`src/rtl/mutex_merge_sync_sink.sv`:
```
// Clocked sink for the 9-way mutex merge: synchronizes the drive request,
// buffers its word in a FIFO, returns a stretched free pulse upstream.
module mutex_merge_sync_sink #(
  parameter int DATA_W      = 32,
  parameter int DEPTH       = 4,
  parameter int SYNC_STAGES = 2,
  parameter int FREE_CYC    = 2
) (
  input  logic                       clk,
  input  logic                       rst,
  input  logic                       i_drive,
  input  logic [DATA_W-1:0]          i_data,
  output logic                       o_free,
  output logic                       o_valid,
  input  logic                       i_ready,
  output logic [DATA_W-1:0]          o_data,
  output logic [$clog2(DEPTH+1)-1:0] o_count,
  output logic                       o_err
);

  localparam int AW = $clog2(DEPTH);
  localparam int CW = $clog2(DEPTH+1);
  localparam int FW = $clog2(FREE_CYC+1);

  logic [SYNC_STAGES-1:0] sync_q;
  logic                   sync_prev;
  logic                   pending;
  logic [FW-1:0]          free_cnt;
  logic [AW-1:0]          wptr;
  logic [AW-1:0]          rptr;
  logic [CW-1:0]          count;
  logic                   err_q;
  logic [DATA_W-1:0]      mem [DEPTH];

  logic det;
  logic busy;
  logic bad;
  logic want;
  logic full;
  logic wr;
  logic pop;

  assign det  = sync_q[SYNC_STAGES-1] & ~sync_prev;
  // A drive arriving while one is still unacknowledged is dropped.
  assign busy = pending | (free_cnt != '0);
  assign bad  = det & busy;
  assign want = (det & ~bad) | pending;
  assign full = (count == CW'(DEPTH));
  assign wr   = want & ~full;
  assign pop  = o_valid & i_ready;

  assign o_valid = (count != '0);
  assign o_data  = mem[rptr];
  assign o_count = count;
  assign o_free  = (free_cnt != '0);
  assign o_err   = err_q;

  always_ff @(posedge clk or negedge rst) begin
    if (!rst) begin
      sync_q    <= '0;
      sync_prev <= 1'b0;
      pending   <= 1'b0;
      free_cnt  <= '0;
      wptr      <= '0;
      rptr      <= '0;
      count     <= '0;
      err_q     <= 1'b0;
    end else begin
      sync_q    <= {sync_q[SYNC_STAGES-2:0], i_drive};
      sync_prev <= sync_q[SYNC_STAGES-1];

      if (bad)
        err_q <= 1'b1;

      if (wr)
        pending <= 1'b0;
      else if (det & ~bad)
        pending <= 1'b1;

      if (wr)
        free_cnt <= FW'(FREE_CYC);
      else if (free_cnt != '0)
        free_cnt <= free_cnt - FW'(1);

      if (wr)
        wptr <= wptr + AW'(1);
      if (pop)
        rptr <= rptr + AW'(1);

      unique case ({wr, pop})
        2'b10:   count <= count + CW'(1);
        2'b01:   count <= count - CW'(1);
        default: count <= count;
      endcase
    end
  end

  always_ff @(posedge clk) begin
    if (wr)
      mem[wptr] <= i_data;
  end

endmodule

```
`config.mk`:
```
export PLATFORM = sky130hd
export DESIGN_NAME = mutex_merge_sync_sink
export DESIGN_NICKNAME = d
export VERILOG_FILES = /design/src/rtl/mutex_merge_sync_sink.sv
export SDC_FILE = /design/constraint.sdc
export NUM_CORES = 1
export LEC_CHECK = 0
export ABC_CLOCK_PERIOD_IN_PS = 2500
export CORE_UTILIZATION = 40
export CTS_BUF_LIST = sky130_fd_sc_hd__clkbuf_4 sky130_fd_sc_hd__clkbuf_8 sky130_fd_sc_hd__clkbuf_16
export CTS_CLUSTER_DIAMETER = 60
export DETAILED_ROUTE_END_ITERATION = 12
export GPL_TIMING_DRIVEN = 1
export PLACE_DENSITY_LB_ADDON = 0.15
export SLEW_MARGIN = 20
export SYNTH_ARGS = -nofsm -noshare
export SYNTH_HDL_FRONTEND = slang
export SYNTH_SLANG_ARGS = --single-unit
```
`constraint.sdc`:
```
create_clock -name clk -period 2.5 [get_ports clk]
set_input_delay 0.375 -clock clk [delete_from_list [all_inputs] [get_ports clk]]
set_output_delay 0.375 -clock clk [all_outputs]
set_load 0.1 [all_outputs]
```
==> qor.yml, run 1 <==
worstReg2RegEnd: "o_count[2]"
htree_levels: 4
syn_to_final_growth_pct: 35.1
yosys_warnings: 0
gp_congestion: 0.705
grt_antenna_before_repair: 0
antenna_cells: 0
max_freq_mhz: 424
vias: 2475
setup_viol: 0
hold_path.class: "input pin to async pin"
cts_made_buffers: 17
syn_inst: 227
drv_cap: 0
initial_core_util: 0.415
grt_pass1_wl_um: 14300
rows: 41
synth-compound-area-share: 0.0101
cts-root-buf: "clkbuf_16"
cts_num_sinks: 142
ant_nets: 0
die_x_um: 117
worst-path-max-fanout: 29
cts_resized: 0
synth_fa_ha_area_frac: 0.0179
grtUsageTotal: 0.141
viasPerCell: 4.93
syn-cell-area_um2: 5330
worstPathRequired_ps: 2120
wl_um: 8860
final_nets: 361
r2r-start: "free_cnt[0]"
ys_types: 25
startpoint_type: "register"
rsz0062_at_grt: "no"
status: "completed"
yosysSeqAreaShare: 0.788
first_pass_iters: 4
synth.area.mux_share: 0.137
num-fill-cells: 976
cts_setup_buffers: 0
clk_pin_slew_worst_paths_ps: 60
grt_max_degree: 33
ioPinCount: 74
synth-seq-cells: 142
synth_fp_nets: 270
rrSetupSlack_ps: 230
relSlewSlack: 0.581
dp.cells: 471
synth_xor_xnor_area_share: 0.0115
synth_top_family_by_area: "multiplexers"
reg2reg_depth: 11
drive_gt1_frac: 0.364
wire_per_inst_um: 17.7
timing.final.crit_share: 0.944
hold_buffers: 0
cts_buffer_depth: 2
synthSimpleGateAreaFrac: 0.0164
finalNonFillerCells: 502
grt-ovfl-total: 0
hold_viol: 0
core_um2: 12800
syn_area_per_cell_um2: 23.5
grt_pass1_vias: 2698
dpl.hpwl_um: 5320
fin_skew_ps: 7.27
tightestPinTransition_ps: 626
cp.arrival_ps: 1990
remaining_drc_errors: 0
insertion_delay_ps: 400
cts_tree: "built"
criticalPathCategory: "register to primary output"
cp-end-kind: "primary output"
dr.first_iter.drc_count: 123
multiInputGateArea_um2: 1030
io_buffers: 73
fp.dieH_um: 117
fin_crit_ps: 2360
die_area_um2: 13800
fin_util: 0.561
slew_viol_final: 0
seq_area_um2: 4200
## critical path: stages (launching register included)
cell and delay [ps]:
dfrtp_2 480, buf_12 290, mux4_2 600, buf_12 190
## cell usage after synthesis, drive strengths merged
cell type / instances / area (um^2)
fa: 1 / 20.0
o22ai: 1 / 12.5
xor2: 4 / 35.0
ha: 6 / 75.1
nor2: 4 / 15.0
xnor2: 3 / 26.3
buf: 8 / 65.1
o31a: 1 / 10.0
a31o: 1 / 8.76
edfxtp: 128 / 3840
dfrtp: 14 / 350
and2: 4 / 27.5
mux2i: 1 / 10.0
o21a: 1 / 15.0
or3: 1 / 7.51
or3b: 1 / 11.3
inv: 10 / 37.5
nand2b: 1 / 6.26
o211ai: 1 / 7.51
nand2: 3 / 11.3
and3b: 1 / 8.76
mux4: 32 / 721
## worst max-delay path by stage
stage                            from         end  slack (ps)  cells after the start
after floorplan            o_count[0]  o_count[2]         -50                      9
after global placement    free_cnt[0]  o_count[2]         290                     11
after detailed placement  free_cnt[0]  o_count[2]         220                     11
after CTS                     rptr[0]   o_data[0]          90                      3
after global routing          rptr[0]   o_data[1]          50                      3
final                         rptr[0]  o_data[27]         140                      3
## cell usage in the layout (no fill, tap or decap), types with 2 or more instances in the layout
master and count:
ha_1 6, nand2_1 3, xor2_1 4, bufinv_16 3, and2_2 3, inv_1 9
dfrtp_1 11, buf_4 10, clkbuf_16 17, dfrtp_2 3, clkinv_2 3, buf_12 35
clkbuf_4 2, mux4_2 32, nor2_1 4, edfxtp_1 128, xnor2_1 3, clkinvlp_4 2
clkinv_1 2, clkdlybuf4s50_1 35
## layout make-up
class,instances,area share
Inverter,10,0.00522
Tap cell,172,0.0299
Timing Repair Buffer,80,0.157
Sequential cell,142,0.583
Clock buffer,19,0.0612
Clock inverter,12,0.0202
Multi-Input combinational cell,67,0.143
## metrics by stage
| stage | area (um^2) | setup WS (ps) | setup TNS, ps | hold slack, ps |
|---|---|---|---|---|
| after CTS | 7190 | 94.0 | 0 | 351 |
| after global routing | 7190 | 53.1 | 0 | 380 |
| after floorplan | 5330 | -52.9 | -52.9 | 79.4 |
| after global placement | 6610 | 294 | 0 | 334 |
| after detailed placement | 6610 | 220 | 0 | 337 |
| final | 7190 | 139 | 0 | 356 |
## flip-flops by register name (all words and copies together), names as in the netlist
name       cells
mem          128
o_count        3
free_cnt       2
rptr           2
sync_q         2
wptr           2
o_err          1
pending        1
sync_prev      1
## metal layers
layer / part of all wire / vias to the layer above / global-route usage
met5: 0 / - / 0
met4: 0.015 / 0 / 0.0657
met3: 0.067 / 13 / 0.0496
met2: 0.51 / 74 / 0.229
met1: 0.41 / 1281 / 0.168
li1: - / 1107 / -
## cells by family after synthesis
kind of cell / Yosys count
flip-flops: 142
multiplexers: 33
buffers and inverters: 18
AND/OR/NAND/NOR: 15
XOR/XNOR: 7
adder cells (fa/ha/maj): 7
AO/OA/AOI/OAI: 5
Power of run 1 is left out: the tool's default activity adds up to more than one toggle a clock period on the data nets, which glitch-free logic cannot reach.
==> inputs of run 2 (changes only) <==
--- a/config.mk
+++ b/config.mk
@@ -6,6 +6,7 @@
 export NUM_CORES = 1
 export LEC_CHECK = 0
 export ABC_CLOCK_PERIOD_IN_PS = 2500
+export CORE_MARGIN = 2
 export CORE_UTILIZATION = 40
 export CTS_BUF_LIST = sky130_fd_sc_hd__clkbuf_4 sky130_fd_sc_hd__clkbuf_8 sky130_fd_sc_hd__clkbuf_16
 export CTS_CLUSTER_DIAMETER = 60
==> run 2 against run 1 <==
  * Wire length increased by 2.8%
  * Critical path depth increased by 8
  * Hold slack got worse by 5.4 ps
  * Global-route usage about the same
  * Count of clock-buffer cells in the layout decreased by 2
  * Flip-flop and latch count unchanged
  * Highest routed layer unchanged
  * Critical path type is now register to register
  * Fmax increased by 6.7%
  * First-iteration DRC count increased by 21%
  * Via count decreased by 2.2%
  * Final cell count increased by 1.0%
  * Non-clock buffer count unchanged
  * Largest cell class unchanged
  * Final area increased by 1.2%
==> qor.yml, run 2 (same netlist as run 1, synthesis figures left out) <==
rsz0062_at_grt: "no"
largest-register: "mem"
fin_skew_ps: 6.58
fin_crit_ps: 2210
crit_cells: 11
num-fill-cells: 1036
startpoint_type: "register"
cts_made_buffers: 17
insertion_delay_ps: 420
whs_ps: 350
worst-path-max-fanout: 8
first_pass_iters: 4
seq_area_um2: 4200
ioPinCount: 74
mostFrequentLayoutCells: "128 x edfxtp_1, 36 x buf_12, 35 x clkdlybuf4s50_1"
initial_core_util: 0.405
htree_levels: 4
fp.dieH_um: 119
r2r-start: "free_cnt[0]"
relSlewSlack: 0.578
io_buffers: 73
gp_congestion: 0.675
syn_to_final_growth_pct: 36.7
grt_antenna_before_repair: 0
tightestPinTransition_ps: 631
multiInputGateArea_um2: 1030
status: "completed"
hold_viol: 0
die_area_um2: 14300
drv_cap: 0
remaining_drc_errors: 0
cts-root-buf: "clkbuf_16"
grt-ovfl-total: 0
wl_um: 9110
core_um2: 13100
ant_nets: 0
worstPathRequired_ps: 2840
criticalPathCategory: "register to register"
final_nets: 361
finalNonFillerCells: 507
cp-startpoint: "free_cnt[0]"
reg2reg_depth: 11
cp_top_family: "adder cells"
grtUsageTotal: 0.141
vias: 2421
grt_pass1_wl_um: 14400
critPathMaxStageDelay_ps: 380
grt_max_degree: 33
dp.cells: 475
final_common_cell: "edfxtp_1"
wire_per_inst_um: 18.0
slew_viol_final: 0
cp.arrival_ps: 2550
setup_viol: 0
antenna_cells: 0
timing.final.crit_share: 0.885
hold_path.class: "input pin to async pin"
drive_gt1_frac: 0.363
cts_setup_buffers: 0
viasPerCell: 4.78
hold_buffers: 0
cts_num_sinks: 142
max_freq_mhz: 452
clk_pin_slew_worst_paths_ps: 60
die_x_um: 119
slowest_stage: "fa_1"
cp-end-kind: "register"
grt_pass1_vias: 2697
rows: 42
dr.first_iter.drc_count: 149
largest_reg_flops: 128
crit_chain: "inv_1, ha_2, and3b_1, o21a_4, inv_2, ha_1, inv_1, fa_1, xor2_1, nor2_1, xor2_1"
cts_buffer_depth: 2
worst-path-buf-inv: 3
cts_tree: "built"
dpl.hpwl_um: 5450
==> run 2: cell types whose count changed in the layout (fill, tap and decap cells not counted), moves of 2 or more <==
cell        delta
bufinv_16      +3
clkbuf_4       -2
clkinv_1       +2
clkinvlp_4     -2
==> run 2: what timing repair did <==
action / in CTS / in global routing
endpoints found under the hold margin: 0 / 0
setup endpoints to repair: 0 / 1
resized for setup: 0 / 1
==> run 2: stage by stage <==
stage / TNS, ps / instance area, um^2 / setup slack, ps / utilization
4_1_cts: 0 / 7280 / 204 / 0.554
6_report: 0 / 7280 / 287 / 0.554
3_5_place_dp: 0 / 6630 / 220 / 0.504
2_1_floorplan: -52.9 / 5330 / -52.9 / -
3_3_place_gp: 0 / 6630 / 289 / 0.504
5_1_grt: 0 / 7280 / 69.0 / 0.554
==> run 2: area by class of cell <==
type | instances | area share
clock inverter | 15 | 0.0308
timing repair buffer | 80 | 0.156
sequential | 142 | 0.577
tap | 176 | 0.0303
inverter | 10 | 0.00516
multi-input combinational | 67 | 0.142
clock buffer | 17 | 0.0584
==> run 2: worst paths after layout <==
kind	slack (ps)	to
max	290	o_count[2]
min	350	o_count[0]
max in group asynchronous	1700	rptr[0]
min in group clk	350	sync_q[1]
max reg2reg	290	o_count[2]
min reg2reg	350	sync_q[1]
==> run 2: worst register-to-register path, delay by kind of cell, from the launching register on <==
family,cells,cell delay (ps)
fa+ha+maj,3,770
flops,1,360
xor+xnor,2,310
simple gates,2,300
compound gates,1,230
buf+inv,3,170
==> run 2: routing by layer <==
layer | track usage | vias to the layer above | routed length, um
li1 | - | 1104 | -
met1 | 0.169 | 1239 | 3870
met2 | 0.227 | 63 | 4620
met3 | 0.0436 | 15 | 414
met4 | 0.0794 | 0 | 200
met5 | 0 | - | 0
Power of run 2 is left out for the same reason.
